$ cat src/rtl/rd_fwft_stage_pkg.sv
`default_nettype none
// ============================================================================
// Package     : rd_fwft_stage_pkg
// Description : Shared defaults and helpers for the async-FIFO read-side
//               first-word-fall-through output stage.
// Revision    : 1.0 - initial release
// ============================================================================
package rd_fwft_stage_pkg;

    localparam int DSIZE_DEFAULT = 8;

    // Pointer width able to address DEPTH entries; never narrower than 1 bit.
    function automatic int ptr_width(input int depth);
        int w;
        w = 1;
        while ((1 << w) < depth) begin
            w = w + 1;
        end
        return w;
    endfunction

endpackage : rd_fwft_stage_pkg
`default_nettype wire

$ cat src/rtl/fwft_buf_mem.sv
`default_nettype none
// ============================================================================
// Module      : fwft_buf_mem
// Description : DEPTH x DSIZE flop array used as a circular prefetch buffer.
//               Words are written at the tail, read combinationally from the
//               head, and the head advances on a pop.
// Ports       : clk        - clock, all state on rising edge
//               resetn     - synchronous active-low reset
//               i_wr_en    - write i_wr_data at tail, advance tail
//               i_wr_data  - word to store
//               i_pop      - advance head
//               o_rd_data  - word at head (mux of flops)
// Revision    : 1.0 - initial release
// ============================================================================
module fwft_buf_mem #(
    parameter int DSIZE = 8,
    parameter int DEPTH = 3,
    parameter int PTR_W = 2
) (
    input  logic             clk,
    input  logic             resetn,
    input  logic             i_wr_en,
    input  logic [DSIZE-1:0] i_wr_data,
    input  logic             i_pop,
    output logic [DSIZE-1:0] o_rd_data
);

    localparam logic [PTR_W-1:0] LAST_PTR = PTR_W'(DEPTH - 1);

    logic [DSIZE-1:0] mem_q [DEPTH];
    logic [PTR_W-1:0] head_q, head_d;
    logic [PTR_W-1:0] tail_q, tail_d;

    // Explicit wrap compare so non-power-of-two depths stay in range.
    always_comb begin
        head_d = head_q;
        tail_d = tail_q;
        if (i_pop) begin
            head_d = (head_q == LAST_PTR) ? '0 : head_q + 1'b1;
        end
        if (i_wr_en) begin
            tail_d = (tail_q == LAST_PTR) ? '0 : tail_q + 1'b1;
        end
    end

    always_ff @(posedge clk) begin
        if (!resetn) begin
            head_q <= '0;
            tail_q <= '0;
            for (int i = 0; i < DEPTH; i++) begin
                mem_q[i] <= '0;
            end
        end else begin
            head_q <= head_d;
            tail_q <= tail_d;
            if (i_wr_en) begin
                mem_q[tail_q] <= i_wr_data;
            end
        end
    end

    assign o_rd_data = mem_q[head_q];

endmodule : fwft_buf_mem
`default_nettype wire

$ cat src/rtl/rd_fwft_stage.sv
`default_nettype none
// ============================================================================
// Module      : rd_fwft_stage
// Description : Read-side output stage of the async FIFO. Issues reads to the
//               read pointer handler, captures RAM data one cycle later into a
//               small prefetch buffer and presents a first-word-fall-through
//               valid/ready stream, sustaining one word per cycle.
// Ports       : rdclk         - read-domain clock
//               in_resetn     - synchronous active-low reset
//               in_fifo_empty - empty flag from the read pointer handler
//               in_ram_rdata  - RAM read data, valid cycle after a read
//               out_rd_req    - read request to the handler
//               in_ready      - consumer ready
//               out_valid     - buffer head holds a word
//               out_data      - buffer head word
//               out_count     - words currently held in the buffer
// Revision    : 1.0 - initial release
// ============================================================================
module rd_fwft_stage
    import rd_fwft_stage_pkg::*;
#(
    parameter int DSIZE     = DSIZE_DEFAULT,
    parameter int BUF_DEPTH = 3,
    parameter int CNT_W     = 2
) (
    input  logic             rdclk,
    input  logic             in_resetn,
    input  logic             in_fifo_empty,
    input  logic [DSIZE-1:0] in_ram_rdata,
    output logic             out_rd_req,
    input  logic             in_ready,
    output logic             out_valid,
    output logic [DSIZE-1:0] out_data,
    output logic [CNT_W-1:0] out_count
);

    localparam int             PTR_W       = ptr_width(BUF_DEPTH);
    localparam logic [CNT_W:0] DEPTH_LIMIT = (CNT_W + 1)'(BUF_DEPTH);

    logic [CNT_W-1:0] occ_q, occ_d;
    logic             inflight_q, inflight_d;
    logic [CNT_W:0]   credits_used;
    logic             rd_fire;
    logic             pop;

    // A word in flight already owns a buffer slot, so it counts against the
    // credit limit. Only registered state and the empty flag feed the request.
    assign credits_used = {1'b0, occ_q} + {{CNT_W{1'b0}}, inflight_q};
    assign out_rd_req   = !in_fifo_empty && (credits_used < DEPTH_LIMIT);
    assign rd_fire      = out_rd_req && !in_fifo_empty;

    assign out_valid = (occ_q != '0);
    assign pop       = out_valid && in_ready;
    assign out_count = occ_q;

    always_comb begin
        inflight_d = rd_fire;
        occ_d      = occ_q + CNT_W'(inflight_q) - CNT_W'(pop);
    end

    always_ff @(posedge rdclk) begin
        if (!in_resetn) begin
            occ_q      <= '0;
            inflight_q <= 1'b0;
        end else begin
            occ_q      <= occ_d;
            inflight_q <= inflight_d;
        end
    end

    fwft_buf_mem #(
        .DSIZE (DSIZE),
        .DEPTH (BUF_DEPTH),
        .PTR_W (PTR_W)
    ) u_buf_mem (
        .clk       (rdclk),
        .resetn    (in_resetn),
        .i_wr_en   (inflight_q),
        .i_wr_data (in_ram_rdata),
        .i_pop     (pop),
        .o_rd_data (out_data)
    );

endmodule : rd_fwft_stage
`default_nettype wire
$ cat config.mk
export PLATFORM = sky130hd
export DESIGN_NAME = rd_fwft_stage
export DESIGN_NICKNAME = d
export VERILOG_FILES = /design/src/rtl/rd_fwft_stage_pkg.sv /design/src/rtl/fwft_buf_mem.sv /design/src/rtl/rd_fwft_stage.sv
export SDC_FILE = /design/constraint.sdc
export NUM_CORES = 1
export LEC_CHECK = 0
export ABC_CLOCK_PERIOD_IN_PS = 4000
export CAP_MARGIN = 40
export CORE_MARGIN = 10
export CORE_UTILIZATION = 57
export DETAILED_ROUTE_END_ITERATION = 10
export PLACE_DENSITY = 0.89
export SLEW_MARGIN = 20
export SYNTH_ARGS = -nofsm -noshare
export SYNTH_HDL_FRONTEND = slang
export SYNTH_SLANG_ARGS = --single-unit
$ cat constraint.sdc
create_clock -name rdclk -period 4 [get_ports rdclk]
set_input_delay 0.8 -clock rdclk [delete_from_list [all_inputs] [get_ports rdclk]]
set_output_delay 0.8 -clock rdclk [all_outputs]
set_load 0.005 [all_outputs]
After elaboration in Yosys (flattened, before gate mapping)

Memories as Yosys holds them, arrays and structs flattened. A register that Yosys moved wholly into a read port is not among the register bits.
Cells that the tools add are included.

Flip-flop bits (word level): 7
Bits in writable memories: 24
Bits of input ports: 12
Output and inout port bits: 12
Logic and storage cells: 30
Memories kept: 1

Memories:

| memory          | words | bits a word | rd ports | clocked after Yosys merged registers in | write ports | line               | RTL |
|---|---|---|---|---|---|---|---|
| u_buf_mem.mem_q | 3     | 8           | 1        | 1                                       | 3           | fwft_buf_mem.sv:30 | `logic [DSIZE-1:0] mem_q [DEPTH];` |

$add $sub $neg: 5
Magnitude comparators: 1
Equality and inequality tests: 2
Muxes and demuxes: 11
Reduce and logical (&&, ||, !) cells: 6

Operator list:

| kind                  | count |
|---|---|
| $mux W2               | 5 |
| $mux W8               | 1 |
| $reduce_or A8 Y1      | 1 |
| $mux W1               | 5 |
| $add A2 B1 Y2 const B | 2 |
| $eq A2 B2 Y1 const B  | 2 |
| $add A2 B1 Y3         | 1 |
| $logic_and A1 B1 Y1   | 3 |
| $lt A3 B2 Y1 const B  | 1 |
| $add A2 B1 Y2         | 1 |
| $reduce_bool A2 Y1    | 1 |
| $sub A2 B1 Y2         | 1 |
| $logic_not A1 Y1      | 1 |

Longest topological paths before layout

Gate-level depths: netlist of the first run.

Word-level depth: 5
Mapped depth: 5
Gate-level depth less buffers: 5

By module

Synthesis of the first run repeated with hierarchy kept, for this count alone.

Cells, all modules: 110
Area, all modules: 1762.9 um^2

By module, submodules not included:

| module        | times used | cells each | area each (um^2) | seq. area each (um^2) |
|---|---|---|---|---|
| fwft_buf_mem  | 1          | 94         | 1576.5           | 1081.0 |
| rd_fwft_stage | 1          | 16         | 186.4            | 60.1 |

Worst setup path after synthesis of the first run

OpenSTA, ideal clock, no wires.

Path type: register -> output
From: register occ_q[0] (netlist: out_count[0])
To: output port out_rd_req
Data arrival time: 1.108 ns
Data required time: 3.200 ns
Setup slack: 2.092 ns
Stages on the path, launching flop included: 4
Buffers on the path: 0
Cell sequence: dfxtp_1 -> ha_1 -> ha_1 -> a211oi_1

Longest elaborated chain between the ends: 3

Ends and longest elaborated chain:

| element                | line                | RTL |
|---|---|---|
| start, declared        | rd_fwft_stage.sv:40 | `logic [CNT_W-1:0] occ_q, occ_d;` |
| start signal, assigned | rd_fwft_stage.sv:63 | `occ_q <= '0;` |
| start signal, assigned | rd_fwft_stage.sv:66 | `occ_q <= occ_d;` |
| $add A2 B1 Y3          | rd_fwft_stage.sv:48 | `assign credits_used = {1'b0, occ_q} + {{CNT_W{1'b0}}, inflight_q};` |
| $lt A3 B2 Y1           | rd_fwft_stage.sv:49 | `assign out_rd_req = !in_fifo_empty && (credits_used < DEPTH_LIMIT);` |
| $logic_and A1 B1 Y1    | rd_fwft_stage.sv:49 |  |
| end, declared          | rd_fwft_stage.sv:30 | `output logic out_rd_req,` |

No other way between the ends.

Final worst setup path of the first run

From: register inflight_q
To: output port out_rd_req

Longest elaborated chain between the ends: 3

Ends and longest elaborated chain:

| element                | line                | RTL |
|---|---|---|
| start, declared        | rd_fwft_stage.sv:41 | `logic inflight_q, inflight_d;` |
| start signal, assigned | rd_fwft_stage.sv:67 | `inflight_q <= inflight_d;` |
| $add A2 B1 Y3          | rd_fwft_stage.sv:48 |  |
| $lt A3 B2 Y1           | rd_fwft_stage.sv:49 |  |
| $logic_and A1 B1 Y1    | rd_fwft_stage.sv:49 |  |

No other way between the ends.

==> results of run 1 <==
-- layer usage --
| metal | global-route usage, % | part of all wire [%] | up-vias |
|---|---|---|---|
| li1 | - | - | 484 |
| met1 | 13.0 | 40 | 498 |
| met2 | 20.9 | 52 | 27 |
| met3 | 5.21 | 6.5 | 4 |
| met4 | 4.33 | 1.6 | 0 |
| met5 | 0 | 0 | - |
-- kinds of logic after synthesis --
family | Yosys count
AND/OR/NAND/NOR | 47
buffers and inverters | 4
XOR/XNOR | 1
multiplexers | 10
adder cells (fa/ha/maj) | 3
AO/OA/AOI/OAI | 10
flip-flops | 41
-- stage by stage --
| stage | util [%] | area [µm²] |
|---|---|---|
| floorplan | - | 1770 |
| global placement | 67.1 | 2020 |
| detailed placement | 67.1 | 2020 |
| CTS | 68.8 | 2070 |
| global route | 69.3 | 2080 |
| finish | 69.3 | 2080 |
-- path summary, 6_finish.rpt --
kind / start / cells after the start / to / slack [ns]
setup reg to reg: inflight_q$_SDFF_PN0_ / 3 / u_buf_mem.mem_q[0][0]$_SDFFCE_PN0P_ / 2.33
setup / recovery: inflight_q$_SDFF_PN0_ / 4 / out_rd_req / 1.08
hold / removal: u_buf_mem.head_q[0]$_SDFFE_PN0P_ / 2 / u_buf_mem.head_q[0]$_SDFFE_PN0P_ / 0.53
hold reg to reg: u_buf_mem.head_q[0]$_SDFFE_PN0P_ / 2 / u_buf_mem.head_q[0]$_SDFFE_PN0P_ / 0.53
-- power breakdown --
part           internal [mW]  switching (mW)  total, mW
logic                  0.137          0.0678      0.205
registers              0.492          0.0402      0.532
clock network         0.0686           0.122      0.191
total                  0.698           0.230      0.928
-- worst max-delay path, stage by stage, from the launching register on --
cell,delay (ns)
sky130_fd_sc_hd__dfxtp_1,0.50
sky130_fd_sc_hd__ha_1,0.21
sky130_fd_sc_hd__ha_1,0.22
sky130_fd_sc_hd__a211oi_1,0.29
sky130_fd_sc_hd__clkdlybuf4s50_1,0.56
-- final cells by class --
| cell class | count | area share (%) |
|---|---|---|
| repair buffers | 25 | 11.8 |
| clock inverters | 1 | 0.241 |
| clock buffers | 7 | 2.16 |
| multi-input cells | 71 | 29.0 |
| flip-flops and latches | 41 | 54.8 |
| well taps | 33 | 1.98 |
-- registers in the layout, indices dropped and copies added (netlist names), named ones only --
| signal | count |
|---|---|
| u_buf_mem.mem_q | 32 |
| u_buf_mem.head_q | 2 |
| inflight_q | 1 |
| out_count | 2 |
| u_buf_mem.tail_q | 2 |
-- placed cells by master, fill, tap and decap left out, drive strengths merged --
cell type and count:
a211oi 1, a21boi 3, a21oi 1, and2 28
and4bb 1, buf 2, clkbuf 7, clkdlybuf4s50 23
clkinv 1, dfxtp 9, edfxtp 32, ha 3
mux2i 2, mux4 8, nand2 5, nand2b 5
nand3b 1, nor2 4, nor3b 1, o21a 2
o21ai 3, or2 1, or3 1, xnor2 1
==> flow_summary.toml, run 1 <==
[worst_setup_path]
worstSetupEndpointType = "primary output"
path_class = "flip-flop to primary output"
worst-path-max-fanout = 9
worst_ep_required_time_ns = 3.20
timing.critical_path.arrival_ns = 2.12
crit_path_launch_type = "flip-flop"

[cells_and_area]
multiInputGateArea_um2 = 603
n_antenna_cell = 0
layout.nets = 159
layout-area-overhead-vs-synth_pct = 17.4
post_layout_nonfiller_instances = 178
fillCellCount = 219
drive_above_1_share_pct = 14.5
seqCellArea_um2 = 1140

[timing]
worst_slew_pin_slew_ns = 0.733
fmax_mhz = 343
report.final.hold_viol_count = 0
setup_viol = 0
setup-tns-final_ns = 0
final_max_slew_viol_count = 0
setup_repair_after_global_routing_missed_its_margin = "no"
final_critical_path_setup_slack_ns = 1.08
relSlewSlack_pct = 50.9
finalCriticalPeriod_ns = 2.92
finClkSkew_ns = 0.0170
whs_ns = 0.530
period_share_pct = 72.9

[floorplan]
floorplan.io_pins = 24
die_width_um = 75.8
fp.coreArea_um2 = 3000
initial_utilization_pct = 59.0
die_height_um = 75.8
design.die.area_um2 = 5740
std_cell_rows = 20

[logic_synthesis]
synth.mux.area_fraction_pct = 11.3
synth_simple_gate_area_share_pct = 16.2
synth_cell_type_count = 26
synthTopCellsByCount = "sky130_fd_sc_hd__edfxtp_1 (32), sky130_fd_sc_hd__and2_1 (28), sky130_fd_sc_hd__dfxtp_1 (9)"
synthesis.yosys.warnings = 0
postSynthCellCount = 116
postSynth.asyncResetShare_pct = 0
postSynthAreaPerCell_um2 = 15.3
synth.most_common_cell = "sky130_fd_sc_hd__edfxtp_1"
synth_top_cell_area_share_pct = 54.2
syn-cell-area_um2 = 1770
synth_compound_area_share_pct = 3.88
yosys.area_share.xor_xnor_pct = 0.494
synth_fp_nets = 131
number_of_storage_elements_in_the_synthesis_netlist = 41
netlist.top_cell.by_area = "sky130_fd_sc_hd__edfxtp_1"
synth_seq_area_share_pct = 64.4
yosys_most_used_dff = "sky130_fd_sc_hd__edfxtp_1"
synth_edf_count = 32
synth_top_family_by_area = "simple AND/OR/NAND/NOR gates"
yosys-top-cells-area = "sky130_fd_sc_hd__edfxtp_1 (54%), sky130_fd_sc_hd__dfxtp_1 (10%), sky130_fd_sc_hd__mux4_2 (10%)"
synthAdderAreaFrac_pct = 2.12

[route]
wire_per_inst_um = 17.7
final_antenna_net_count = 0
num_vias = 1013
route.detailed.drc = 0
detailed_routing_iterations_pass_1 = 4
drt-total-wl_um = 3160
first_iter_violations = 64
viasPerCell = 5.69

[clocking]
resized_after_cts = 0
numCtsBuffers = 5
tritoncts = "done"
clock_pin_slew_worst_setup_and_hold_paths_ns = 0.10
cts.sink_count = 41
max-clock-path-buffers = 2
clock_tree_root = "sky130_fd_sc_hd__clkbuf_4"
post_cts.repair.setup_buffers = 0
clk_latency_ns = 0.34
cts_htree_levels = 2
hold_buffers = 0

[power_and_ir_drop]
cellLeakagePower_nw = 0.751
ir_drop_mv = 0.241
cellPowerDensity_nw_per_um2 = 446
total_power_mw = 0.928

[placed_design]
post-place-cells = 168
placer_congestion_estimate = 0.754
placement.setup.worst_slack_ns = 1.22
io_buffer_count = 23
place.detailed.hpwl_um = 2250

[grt]
grt.total_usage_pct = 12.1
vias_in_the_first_global_route = 1031
grt_start_max_net_pins = 16
grt.overflow.total = 0
antenna_found_initial = 0
global_route_wire_length_before_repair_um = 5130

[job]
maxCapViolCount = 0

[outcome]
status = "complete, no violations"

[hold_path]
worst_hold_path_type = "flip-flop to flip-flop"
Note: power is estimated with default switching activity, not from simulation.
==> run 2: changes to the inputs <==
ABC_CLOCK_PERIOD_IN_PS = 3000   (was 4000)
CORE_UTILIZATION = 53   (was 57)
PLACE_DENSITY = 0.84   (was 0.89)
clock period = 3 ns   (was 4 ns; I/O delays follow)
==> flow_summary.toml, run 2 (synthesized netlist as in run 1, its figures left out) <==
[timing]
setup-tns-final_ns = 0
final_max_slew_viol_count = 0
period_share_pct = 89.5
finalCriticalPeriod_ns = 2.68
report.final.hold_viol_count = 0
fmax_mhz = 372
setup_repair_after_global_routing_missed_its_margin = "no"
setup_viol = 0
worst_slew_pin_slew_ns = 0.520
finClkSkew_ns = 0.00777
final_critical_path_setup_slack_ns = 0.315
relSlewSlack_pct = 65.3

[clocking]
cts_htree_levels = 2
tritoncts = "done"
cts.sink_count = 41
clock_pin_slew_worst_setup_and_hold_paths_ns = 0.11
resized_after_cts = 0
clk_latency_ns = 0.34
numCtsBuffers = 5
max-clock-path-buffers = 2
clock_tree_root = "sky130_fd_sc_hd__clkbuf_4"
post_cts.repair.setup_buffers = 0
hold_buffers = 0

[placed_design]
placer_congestion_estimate = 0.752
post-place-cells = 180
io_buffer_count = 23
place.detailed.hpwl_um = 2400
placement.setup.worst_slack_ns = 0.593

[route]
route.detailed.drc = 0
drt-total-wl_um = 3290
detailed_routing_iterations_pass_1 = 4
first_iter_violations = 119
num_vias = 1008
wire_per_inst_um = 17.3
viasPerCell = 5.31
final_antenna_net_count = 0

[worst_setup_path]
worst_path_max_delay_cell = "sky130_fd_sc_hd__clkdlybuf4s50_1"
critical_path_cell_count = 4
critical-path-top-cell-by-count = "sky130_fd_sc_hd__ha_1"
crit_path_launch_type = "flip-flop"
ff2ff_path_depth = 3
r2r_slack_ns = 1.43
worstSetupEndpoint = "out_rd_req"
critical_path.reg2reg.endpoint = "u_buf_mem.mem_q[0][6]$_SDFFCE_PN0P_"
path_class = "flip-flop to primary output"
worst_path_largest_cell_delay_ns = 0.57
worst-path-max-fanout = 9
worstPathBufferInverterCount = 1
worstSetupEndpointType = "primary output"
timing.critical_path.max_delay_family = "buffers and inverters"
r2r-start = "inflight_q$_SDFF_PN0_"
cp-startpoint = "inflight_q$_SDFF_PN0_"
timing.critical_path.arrival_ns = 2.08
worst_ep_required_time_ns = 2.40
crit_chain = "ha_1 > ha_1 > a211oi_1 > clkdlybuf4s50_1"

[cells_and_area]
layout_commonest_cell = "sky130_fd_sc_hd__edfxtp_1"
layout-area-overhead-vs-synth_pct = 20.5
drive_above_1_share_pct = 15.8
layout_common_cells = "sky130_fd_sc_hd__edfxtp_1 (32), sky130_fd_sc_hd__and2_1 (28), sky130_fd_sc_hd__clkdlybuf4s50_1 (23)"
fillCellCount = 220
max_flop_register = "u_buf_mem.mem_q"
largest_register_ff_count = 32
layout.nets = 160
n_antenna_cell = 0
post_layout_nonfiller_instances = 190

[floorplan]
die_width_um = 77.8
floorplan.io_pins = 24
die_height_um = 77.8
std_cell_rows = 20
fp.coreArea_um2 = 3130
design.die.area_um2 = 6060
initial_utilization_pct = 56.7

[power_and_ir_drop]
p_int_mw = 1.04
net-switching-power_mw = 0.311
clock_power_share_pct = 27.2
power.combinational.fraction_pct = 20.3
share_seq_of_total_power_pct = 52.5
cellLeakagePower_nw = 0.773
total_power_mw = 1.35
ir_drop_mv = 0.348
cellPowerDensity_nw_per_um2 = 631
power.switching_fraction_pct = 23.0

[grt]
antenna_found_initial = 0
grt.total_usage_pct = 11.6
grt_start_max_net_pins = 16
vias_in_the_first_global_route = 1122
global_route_wire_length_before_repair_um = 5440
grt.overflow.total = 0

[job]
maxCapViolCount = 0

[hold_path]
hold_start = "u_buf_mem.tail_q[1]$_SDFFE_PN0P_"
worst_hold_path_type = "flip-flop to flip-flop"

[outcome]
status = "complete, no violations"
## run 2: changes by cell type in the layout (fill, tap and decap cells not counted), sizes merged
| cell | before | now |
|---|---|---|
| buf | 2 | 3 |
| bufinv | 0 | 1 |
| clkinv | 1 | 0 |
## run 2: per-stage QoR
stage	area (µm²)	utilization, %	hold WS (ns)
2_1_floorplan	1770	-	0.461
3_3_place_gp	2040	65.1	0.472
3_5_place_dp	2040	65.1	0.495
4_1_cts	2120	67.8	0.520
5_1_grt	2140	68.3	0.553
6_report	2140	68.3	0.527
## run 2: worst min path at each step
| stage | endpoint | slack (ns) | depth (start not counted) |
|---|---|---|---|
| floorplan | flip-flop | 0.46 | 2 |
| global placement | u_buf_mem.head_q[0]$_SDFFE_PN0P_ | 0.47 | 2 |
| detailed placement | flip-flop | 0.49 | 2 |
| CTS | flip-flop | 0.52 | 2 |
| global route | flip-flop | 0.55 | 2 |
| finish | u_buf_mem.tail_q[1]$_SDFFE_PN0P_ | 0.53 | 2 |
## run 2: cell type report
| type | instances | area, µm² | share of cell area, % |
|---|---|---|---|
| clock buffer | 7 | 55.1 | 2.58 |
| multi-input combinational | 71 | 603 | 28.2 |
| tap | 44 | 55.1 | 2.58 |
| timing repair buffer | 26 | 253 | 11.8 |
| sequential | 41 | 1140 | 53.4 |
| clock inverter | 1 | 30.0 | 1.41 |
## run 2: metal layers
metal  global-route usage, %  routed length [µm]  vias to the layer above  share of wire [%]
li1                        -                   -                      485                  -
met1                    11.3                1300                      499                 39
met2                    21.6                1790                       19                 54
met3                    3.46                 154                        5                4.7
met4                    6.20                  47                        0                1.4
met5                       0                   0                        -                  0
## run 2: power by group through the flow
stage	Sequential [mW]	Clock [mW]	Combinational [mW]
2_1_floorplan	0.691	0	0.172
3_3_place_gp	0.719	0	0.265
3_5_place_dp	0.724	0	0.276
4_1_cts	0.711	0.375	0.278
5_1_grt	0.718	0.394	0.299
6_report	0.708	0.368	0.274
## run 2: worst min-delay path, stage by stage (launching register included)
cell and delay (ns):
sky130_fd_sc_hd__dfxtp_1 0.35, sky130_fd_sc_hd__nand2b_1 0.08, sky130_fd_sc_hd__a21boi_1 0.06
